File: src/rtl/mem_port_arbiter.sv
// ----------------------------------------------------------------------------
// mem_port_arbiter
//
// Shares one single-port, variable-latency memory between the instruction-fetch
// port and the data (load/store) port. One access is in flight at a time; data
// wins contention unless fetch has been passed over STARVE_LIMIT times in a row.
// An optional watchdog aborts accesses that never see m_ack.
//
// Parameters:
//   STARVE_LIMIT  consecutive contended data grants before fetch must win (>=1)
//   TIMEOUT       cycles to wait for m_ack before abort; 0 disables watchdog
//
// Ports:
//   clk, reset            clock, synchronous active-low reset
//   f_req/f_addr          fetch request and address
//   f_rvalid/f_rdata      fetch completion pulse and instruction
//   d_req/d_we/d_addr/    data request, store flag, address,
//   d_wdata/d_size        store data, funct3 size code
//   d_rvalid/d_rdata      data completion pulse and load data (0 for stores)
//   m_req/m_we/m_addr/    memory request and access fields
//   m_wdata/m_size
//   m_ack/m_rdata         memory completion and read data
//   stall_f, stall_d      combinational stalls to the hazard logic
//   err                   sticky watchdog flag
//
// state | meaning
// IDLE  | no access in flight, arbitrating requests
// FETCH | fetch access presented to memory, waiting for m_ack
// DATA  | data access presented to memory, waiting for m_ack
// RESP  | owning port's rvalid is high for this single cycle
// ----------------------------------------------------------------------------
module mem_port_arbiter #(
    parameter int STARVE_LIMIT = 4,
    parameter int TIMEOUT      = 0
) (
    input  logic        clk,
    input  logic        reset,
    input  logic        f_req,
    input  logic [31:0] f_addr,
    output logic        f_rvalid,
    output logic [31:0] f_rdata,
    input  logic        d_req,
    input  logic        d_we,
    input  logic [31:0] d_addr,
    input  logic [31:0] d_wdata,
    input  logic [2:0]  d_size,
    output logic        d_rvalid,
    output logic [31:0] d_rdata,
    output logic        m_req,
    output logic        m_we,
    output logic [31:0] m_addr,
    output logic [31:0] m_wdata,
    output logic [2:0]  m_size,
    input  logic        m_ack,
    input  logic [31:0] m_rdata,
    output logic        stall_f,
    output logic        stall_d,
    output logic        err
);

    localparam int SW = $clog2(STARVE_LIMIT + 1);
    // Keep the watchdog counter at least one bit wide when it is disabled.
    localparam int WW = (TIMEOUT > 0) ? $clog2(TIMEOUT + 1) : 1;
    localparam logic [SW-1:0] STARVE_MAX = SW'(STARVE_LIMIT);
    localparam logic [WW-1:0] WAIT_MAX   = WW'(TIMEOUT);
    localparam logic          WDOG_EN    = (TIMEOUT > 0);
    localparam logic [31:0]   ABORT_DATA = 32'hDEAD_BEEF;
    localparam logic [2:0]    SIZE_WORD  = 3'b010;

    typedef enum logic [1:0] {
        IDLE  = 2'd0,
        FETCH = 2'd1,
        DATA  = 2'd2,
        RESP  = 2'd3
    } state_t;

    state_t          state;
    logic [SW-1:0]   starve_cnt;
    logic [WW-1:0]   wait_cnt;
    logic            fetch_wins;
    logic            timed_out;

    // Fetch wins when it is alone, or when data has starved it long enough.
    assign fetch_wins = f_req && (!d_req || (starve_cnt == STARVE_MAX));
    assign timed_out  = WDOG_EN && !m_ack && (wait_cnt == WAIT_MAX);

    assign stall_f = f_req & ~f_rvalid;
    assign stall_d = d_req & ~d_rvalid;

    always_ff @(posedge clk) begin
        if (!reset) begin
            state      <= IDLE;
            starve_cnt <= '0;
            wait_cnt   <= '0;
            m_req      <= 1'b0;
            m_we       <= 1'b0;
            m_addr     <= '0;
            m_wdata    <= '0;
            m_size     <= '0;
            f_rvalid   <= 1'b0;
            f_rdata    <= '0;
            d_rvalid   <= 1'b0;
            d_rdata    <= '0;
            err        <= 1'b0;
        end else begin
            f_rvalid <= 1'b0;
            d_rvalid <= 1'b0;
            case (state)
                IDLE: begin
                    if (fetch_wins) begin
                        state      <= FETCH;
                        m_req      <= 1'b1;
                        m_we       <= 1'b0;
                        m_addr     <= f_addr;
                        m_size     <= SIZE_WORD;
                        wait_cnt   <= '0;
                        starve_cnt <= '0;
                    end else if (d_req) begin
                        state    <= DATA;
                        m_req    <= 1'b1;
                        m_we     <= d_we;
                        m_addr   <= d_addr;
                        m_wdata  <= d_wdata;
                        m_size   <= d_size;
                        wait_cnt <= '0;
                        if (f_req) begin
                            if (starve_cnt != STARVE_MAX)
                                starve_cnt <= starve_cnt + 1'b1;
                        end else begin
                            starve_cnt <= '0;
                        end
                    end
                end
                FETCH, DATA: begin
                    if (m_ack || timed_out) begin
                        state <= RESP;
                        m_req <= 1'b0;
                        if (state == FETCH) begin
                            f_rvalid <= 1'b1;
                            f_rdata  <= m_ack ? m_rdata : ABORT_DATA;
                        end else begin
                            d_rvalid <= 1'b1;
                            if (!m_ack)
                                d_rdata <= ABORT_DATA;
                            else
                                d_rdata <= m_we ? 32'h0 : m_rdata;
                        end
                        if (!m_ack)
                            err <= 1'b1;
                    end else begin
                        wait_cnt <= wait_cnt + 1'b1;
                    end
                end
                RESP: begin
                    // Requests are deliberately not sampled here.
                    state <= IDLE;
                end
                default: state <= IDLE;
            endcase
        end
    end

endmodule

File: config.mk
export PLATFORM = sky130hd
export DESIGN_NAME = mem_port_arbiter
export DESIGN_NICKNAME = d
export VERILOG_FILES = /design/src/rtl/mem_port_arbiter.sv
export SDC_FILE = /design/constraint.sdc
export NUM_CORES = 1
export LEC_CHECK = 0
export BUFFER_PORTS_ARGS = -buffer_cell sky130_fd_sc_hd__buf_4
export CORE_MARGIN = 2
export CORE_UTILIZATION = 46
export CTS_BUF_LIST = sky130_fd_sc_hd__clkbuf_4 sky130_fd_sc_hd__clkbuf_8 sky130_fd_sc_hd__clkbuf_16
export DETAILED_ROUTE_END_ITERATION = 8
export PLACE_DENSITY_LB_ADDON = 0.2
export SYNTH_ARGS = -nofsm -noshare
export SYNTH_HDL_FRONTEND = slang
export SYNTH_SLANG_ARGS = --single-unit
export TNS_END_PERCENT = 20
File: constraint.sdc
create_clock -name clk -period 1.8 [get_ports clk]
set_input_delay 0.36 -clock clk [delete_from_list [all_inputs] [get_ports clk]]
set_output_delay 0.36 -clock clk [all_outputs]
set_load 0.01 [all_outputs]
# Word level (Yosys, flattened, before mapping)
# Index checks and enable logic that the tools add are counted.
# word_totals
out_inout_bits	138
elab_cells	62
reg_bits	140
# op_classes
n_eq_ne	8
bitwise_logic	6
n_addsub	1
muxes	21
n_reduce_logical	15
# op_table
operator	count
2-to-1 mux 32 bit	3
2-to-1 mux 3 bit	6
AND reduction 3 bit	6
2-to-1 mux 1 bit	7
2-to-1 mux 2 bit	3
!= test 3 bit (second input constant)	2
one-hot mux 2 bit (3 select lines)	1
equality test 2 bit (second input constant)	2
NOT 1 bit	4
AND reduction 2 bit	2
nonzero test 2 bit	2
adder 3 x 1 -> 3 bit (second input constant)	1
equality test 3 bit (second input constant)	1
!= test 3 x 1 -> 1 bit (second input constant)	1
AND 1 bit	2
equality test 2 x 1 -> 1 bit (second input constant)	1
zero test 2 bit	1
!= test 2 bit (second input constant)	1
one-hot mux 1 bit (2 select lines)	1
OR reduction 2 bit	1
logical AND 1 bit	1
zero test 1 bit	1
logical OR 1 bit	1

# Logic depth before layout (Yosys ltp)
# Gate-level depths: netlist of the first run.
# depth
depth_word	5
mapped_depth	8
mapped_depth_nobuf	5

# Worst setup path after synthesis of the first run
# OpenSTA, ideal clock, no wires.
# synth_path
kind	reg-to-reg
start	register state[0]
end	register d_rdata[0]
t_arrival_ns	1.370
synth_period_minus_slack_ns	1.486
required_ns	1.683
path_slack_ns	0.314
stages_incl_launch_ff	7
cell_sequence	dfxtp_1 > inv_1 > ha_1 > nand3b_2 > and2_4 > buf_2 > a22o_1
# synth_via
elab_chain_cells	3
# synth_rtl
element	line_no	rtl
from (decl)	77	state_t state;
from (signal assigned)	92	state <= IDLE;
from (signal assigned)	111	state <= FETCH;
from (signal assigned)	119	state <= DATA;
equality test 2 x 1 -> 1 bit or equality test 2 bit (tied branches)	108, 138	
OR reduction 2 bit or NOT 1 bit (tied branches)	n/a	
AND reduction 3 bit (no line) (*)	n/a	
to (signal assigned)	146	d_rdata <= m_we ? 32'h0 : m_rdata;
to (decl)	48	output logic [31:0] d_rdata,
# Mark *: on every way between the ends. The rest lies on a longest branch, timed or not.
# A chain may end at the register's enable or synchronous reset.

# Worst setup path in the final report of the first run
# layout_path
start	register state[0]
end	register d_rdata[17]
# The elaborated chain is that of the path after synthesis.

==> results of run 1 <==
sequential cells by signal (all words and copies together) (netlist names):
name / cells
starve_cnt: 3
m_req: 1
m_addr: 32
f_rdata: 32
d_rvalid: 1
m_size: 3
state: 2
f_rvalid: 1
m_we: 1
d_rdata: 32
m_wdata: 32
worst max-delay path, stage by stage, from the launching register on:
cell,delay (ns)
dfxtp_1,0.33
inv_1,0.06
ha_1,0.38
nand3b_2,0.17
and2_4,0.30
a22o_1,0.28
final timing paths:
kind,from,cells past startpoint,to
hold / removal,m_rdata[31],2,d_rdata[31]$_SDFFE_PN0P_
setup / recovery,state[0]$_SDFFE_PN0P_,5,d_rdata[17]$_SDFFE_PN0P_
setup reg to reg,state[0]$_SDFFE_PN0P_,5,d_rdata[17]$_SDFFE_PN0P_
hold reg to reg,m_wdata[16]$_SDFFE_PN0P_,2,m_wdata[16]$_SDFFE_PN0P_
cells by family after synthesis:
family / Yosys count
adder cells (fa/ha/maj): 4
multiplexers: 32
flip-flops: 140
buffers and inverters: 65
AO/OA/AOI/OAI: 219
AND/OR/NAND/NOR: 159
other: 1
layout by cell type (no fill, tap or decap), types with 6 or more instances in the layout:
master | netlist | final
a21oi_1 | 76 | 76
a22o_1 | 30 | 30
a31oi_1 | 32 | 32
buf_12 | 0 | 7
buf_4 | 7 | 280
clkbuf_16 | 0 | 17
dfxtp_1 | 140 | 140
inv_1 | 6 | 6
mux2i_1 | 32 | 32
nand2_1 | 138 | 138
o21ai_0 | 44 | 44
o21ai_1 | 25 | 24
metrics by stage:
stage / power [mW] / std cells / cell area [µm²] / utilization (%)
after global routing: 13.1 / 1024 / 8260 / 71.7
after CTS: 12.5 / 1024 / 8260 / 71.7
after detailed placement: 8.71 / 993 / 7610 / 66.1
after global placement: 8.56 / 993 / 7610 / 66.1
after floorplan: 6.75 / 620 / 5490 / -
final: 12.4 / 1024 / 8260 / 71.7
where the power goes:
group / internal [mW] / switching, mW
Sequential: 3.89 / 0.422
Clock: 2.51 / 1.28
Combinational: 2.10 / 2.24
Total: 8.50 / 3.94
metal layers:
metal / GRT usage (%) / vias to the layer above / wire (µm)
met5: 0 / - / 0
li1: - / 2655 / -
met1: 29.6 / 2514 / 6590
met4: 11.4 / 0 / 570
met3: 7.07 / 42 / 1160
met2: 40.5 / 223 / 7990
cell type report:
| cell class | count | area, µm² | area share, % |
|---|---|---|---|
| well taps | 143 | 179 | 2.17 |
| multi-input cells | 415 | 2360 | 28.5 |
| flip-flops and latches | 140 | 2800 | 33.9 |
| repair buffers | 287 | 2240 | 27.2 |
| inverters | 8 | 30.0 | 0.364 |
| clock buffers | 19 | 453 | 5.49 |
| clock inverters | 12 | 194 | 2.35 |
==> impl_metrics.tcl, run 1 <==
set metrics [dict create \
    io_pins 275 \
    core-area_um2 11500 \
    fin_skew_ns 0.00673 \
    cp.required_ns 2.10 \
    grt_max_degree 99 \
    synth_compound_area_share_pct 23.6 \
    cts_resized 0 \
    startpoint_type "flop" \
    h-tree-depth 4 \
    cts-hold-fix-buffers 0 \
    min_path_type "in -> reg" \
    start_util_pct 47.7 \
    syn-instance-count 620 \
    vias 5434 \
    hold_violations 0 \
    first_global_vias 5333 \
    gr-usage-all-layers_pct 24.5 \
    yosysSeqAreaShare_pct 51.0 \
    worstPathMaxFanout 30 \
    antenna_found_initial 0 \
    dr.pass1.iters 4 \
    grt_pass1_wl_mm 25.5 \
    clock-sinks 140 \
    cts_tree "yes" \
    die_y_um 113 \
    ys_ff_latch 140 \
    grt_setup_unrepaired "no" \
    dieArea_um2 12800 \
    status "complete, no violations" \
    yosys-top-cells-area "dfxtp_1 51%, nand2_1 9.4%, a21oi_1 6.9%" \
    slew_viol_final 0 \
    synth-simple-area-share_pct 12.2 \
    place.port_buffers 273 \
    synth_ff_type "dfxtp_1" \
    gp_congestion 0.828 \
    synthAdderAreaFrac_pct 0.911 \
    cts.clk_slew.worst_paths_ns 0.05 \
    setup_viol 0 \
    vias_per_cell 5.31 \
    cp_data_arrival_time_ns 1.93 \
    syn_area_per_cell_um2 8.86 \
    reg2reg_slack_ns 0.16 \
    numCtsBuffers 17 \
    yosysUniqueCellTypes 38 \
    wl_mm 16.3 \
    cts_max_path_buffers 2 \
    fillers 872 \
    yosys.area.top_type "dfxtp_1" \
    whs_ns 0.169 \
    finalCriticalPeriod_ns 1.64 \
    post-place-ws_ns 0.160 \
    clockRootBuffer "clkbuf_16" \
    diodes 0 \
    max_freq_ghz 0.611 \
    synth_top_family_by_area "compound AO/OA/AOI/OAI gates" \
    finalWorstSetupSlack_ns 0.162 \
    synth_edf_count 0 \
    synth_top_cells_by_count "140 x dfxtp_1, 138 x nand2_1, 76 x a21oi_1, 44 x o21ai_0" \
    fin_setup_tns_ns 0 \
    postSynthNetCount 761 \
    crit_path_end_kind "flop" \
    ant_nets 0 \
    yosysTopAreaCellShare_pct 51.0 \
    synthArstFlopShare_pct 0 \
    die_w_um 113 \
    drv_cap 0 \
    p_per_area_nw_per_um2 1510 \
    drive_gt1_share_pct 37.1 \
    cts_setup_buffers 0 \
    ir_drop_mv 0.872 \
    wl_per_cell_um 15.9 \
    drt_iter0_drc 439 \
    synth_warnings 0 \
    netlist_area_um2 5490 \
    route.detailed.drc 0 \
    nNetsFinal 1010 \
    yosys.cell_count.top_type "dfxtp_1" \
    muxShareOfSynthArea_pct 5.83 \
    num_rows 39 \
    dp_hpwl_mm 11.4 \
    overflow 0 \
    timing.final.crit_share_pct 91.0 \
    p_leak_nw 3.72 \
    path_class "reg -> reg" \
    area_delta_synth_final_pct 50.3 \
    clock_latency_ns 0.41 \
    synth_xor_area_share_pct 0 \
]
Power figures use the tool's default switching activity.
==> run 2, diff against run 1 <==
CORE_UTILIZATION = 27   (was 46)
SLEW_MARGIN = 20   (was default)
==> run 2 against run 1 <==
  * Power decreased by 0.47%
  * Critical path depth unchanged
  * Clock power decreased by 5%
  * Design area increased by 1.9%
  * Register-to-register slack about the same
  * Highest routed layer unchanged
==> impl_metrics.tcl, run 2 (synthesized netlist as in run 1, its figures left out) <==
set metrics [dict create \
    cp_data_arrival_time_ns 1.93 \
    slew_viol_final 0 \
    clock-sinks 140 \
    status "complete, no violations" \
    finalWorstSetupSlack_ns 0.176 \
    drive_gt1_share_pct 37.6 \
    fin_setup_tns_ns 0 \
    stdcell_count 1158 \
    hold_depth 2 \
    die_y_um 147 \
    crit_buf_inv 1 \
    wl_mm 17.7 \
    setup_viol 0 \
    cts-hold-fix-buffers 0 \
    reg2reg_slack_ns 0.18 \
    placed_cell_area_um2 7810 \
    numCtsBuffers 17 \
    io_pins 275 \
    slowest_stage "dfxtp_1" \
    min_to "d_rdata[7]$_SDFFE_PN0P_" \
    crit_path_end_kind "flop" \
    gp_congestion 0.755 \
    grt_max_degree 66 \
    dieArea_um2 21500 \
    fin_util_pct 41.8 \
    route.detailed.drc 0 \
    cts_tree "yes" \
    die_w_um 147 \
    max_freq_ghz 0.616 \
    path_class "reg -> reg" \
    ant_nets 0 \
    hold_violations 0 \
    finalPower_mw 12.4 \
    post-place-ws_ns 0.177 \
    finalCriticalPeriod_ns 1.62 \
    min_path_type "in -> reg" \
    startpoint_type "flop" \
    cts.clk_slew.worst_paths_ns 0.06 \
    ir_drop_mv 0.660 \
    clockRootBuffer "clkbuf_16" \
    grt_setup_unrepaired "no" \
    hold_start "m_rdata[7]" \
    fin_skew_ns 0.00572 \
    core-area_um2 20100 \
    wl_per_cell_um 15.3 \
    grt_pass1_wl_mm 27.6 \
    rr_endpoint "d_rdata[27]$_SDFFE_PN0P_" \
    antenna_found_initial 0 \
    overflow 0 \
    dr.pass1.iters 6 \
    start_util_pct 27.3 \
    p_leak_nw 3.72 \
    p_per_area_nw_per_um2 1470 \
    cpPeakStageDelay_ns 0.32 \
    gr-usage-all-layers_pct 16.0 \
    crit_path_cell_trace "inv_1 > ha_1 > nand3b_2 > and2_4 > a22o_1" \
    vias_per_cell 4.61 \
    drt_iter0_drc 198 \
    nNetsFinal 1016 \
    timing.final.crit_share_pct 90.2 \
    clock_latency_ns 0.42 \
    cts_setup_buffers 0 \
    fillers 2048 \
    dp_cells 1126 \
    cp.required_ns 2.11 \
    place.port_buffers 273 \
    r2r_cells 5 \
    dp_hpwl_mm 12.2 \
    cts_max_path_buffers 2 \
    r2r-start "state[1]$_SDFFE_PN0P_" \
    final_cell_mix "286 x buf_4, 140 x dfxtp_1, 138 x nand2_1, 76 x a21oi_1, 44 x o21ai_0" \
    cts_resized 0 \
    h-tree-depth 4 \
    finalInstanceArea_um2 8410 \
    crit_family "simple AND/OR/NAND/NOR gates" \
    first_global_vias 5069 \
    num_rows 52 \
    whs_ns 0.159 \
    worstPathMaxFanout 30 \
    area_delta_synth_final_pct 53.2 \
    drv_cap 0 \
    diodes 0 \
    vias 5333 \
    mostFrequentLayoutCell "buf_4" \
]
-- run 2: cell count changes in the layout (fill, tap and decap cells not counted) --
cell | before | now
buf_4 | 280 | 286
clkinvlp_4 | 2 | 4
clkinv_2 | 4 | 0
inv_8 | 0 | 2
clkbuf_8 | 2 | 0
bufinv_16 | 5 | 2
inv_6 | 0 | 6
-- run 2: power breakdown --
part           internal (mW)  total (mW)  switching (mW)
logic                   2.19        4.49            2.30
registers               3.88        4.29           0.405
clock network           2.09        3.61            1.52
-- run 2: how the worst max path moves through the flow --
stage | start | endpoint | slack, ns | cells past startpoint
finish | state[1]$_SDFFE_PN0P_ | d_rdata[27]$_SDFFE_PN0P_ | 0.18 | 5
global route | starve_cnt[0]$_SDFFE_PN0P_ | m_wdata[24]$_SDFFE_PN0P_ | 0.08 | 6
CTS | state[1]$_SDFFE_PN0P_ | d_rdata[5]$_SDFFE_PN0P_ | 0.17 | 5
detailed placement | state[1]$_SDFFE_PN0P_ | d_rdata[13]$_SDFFE_PN0P_ | 0.18 | 5
global placement | state[0]$_SDFFE_PN0P_ | d_rdata[29]$_SDFFE_PN0P_ | 0.24 | 5
floorplan | state[0]$_SDFFE_PN0P_ | d_rdata[0]$_SDFFE_PN0P_ | 0.31 | 6
-- run 2: metal layers --
layer	GRT usage [%]	wire [µm]	up-vias
li1	-	-	2680
met1	20.9	7910	2435
met2	25.1	8180	195
met3	5.13	1330	23
met4	5.29	301	0
met5	0	0	-
-- run 2: final cells by class --
| class | instances | area (µm²) | share of cell area, % |
|---|---|---|---|
| clock buffers | 17 | 425 | 5.06 |
| well taps | 270 | 338 | 4.02 |
| flip-flops and latches | 140 | 2800 | 33.3 |
| inverters | 8 | 30.0 | 0.357 |
| repair buffers | 293 | 2290 | 27.2 |
| multi-input cells | 415 | 2360 | 28.0 |
| clock inverters | 15 | 174 | 2.07 |
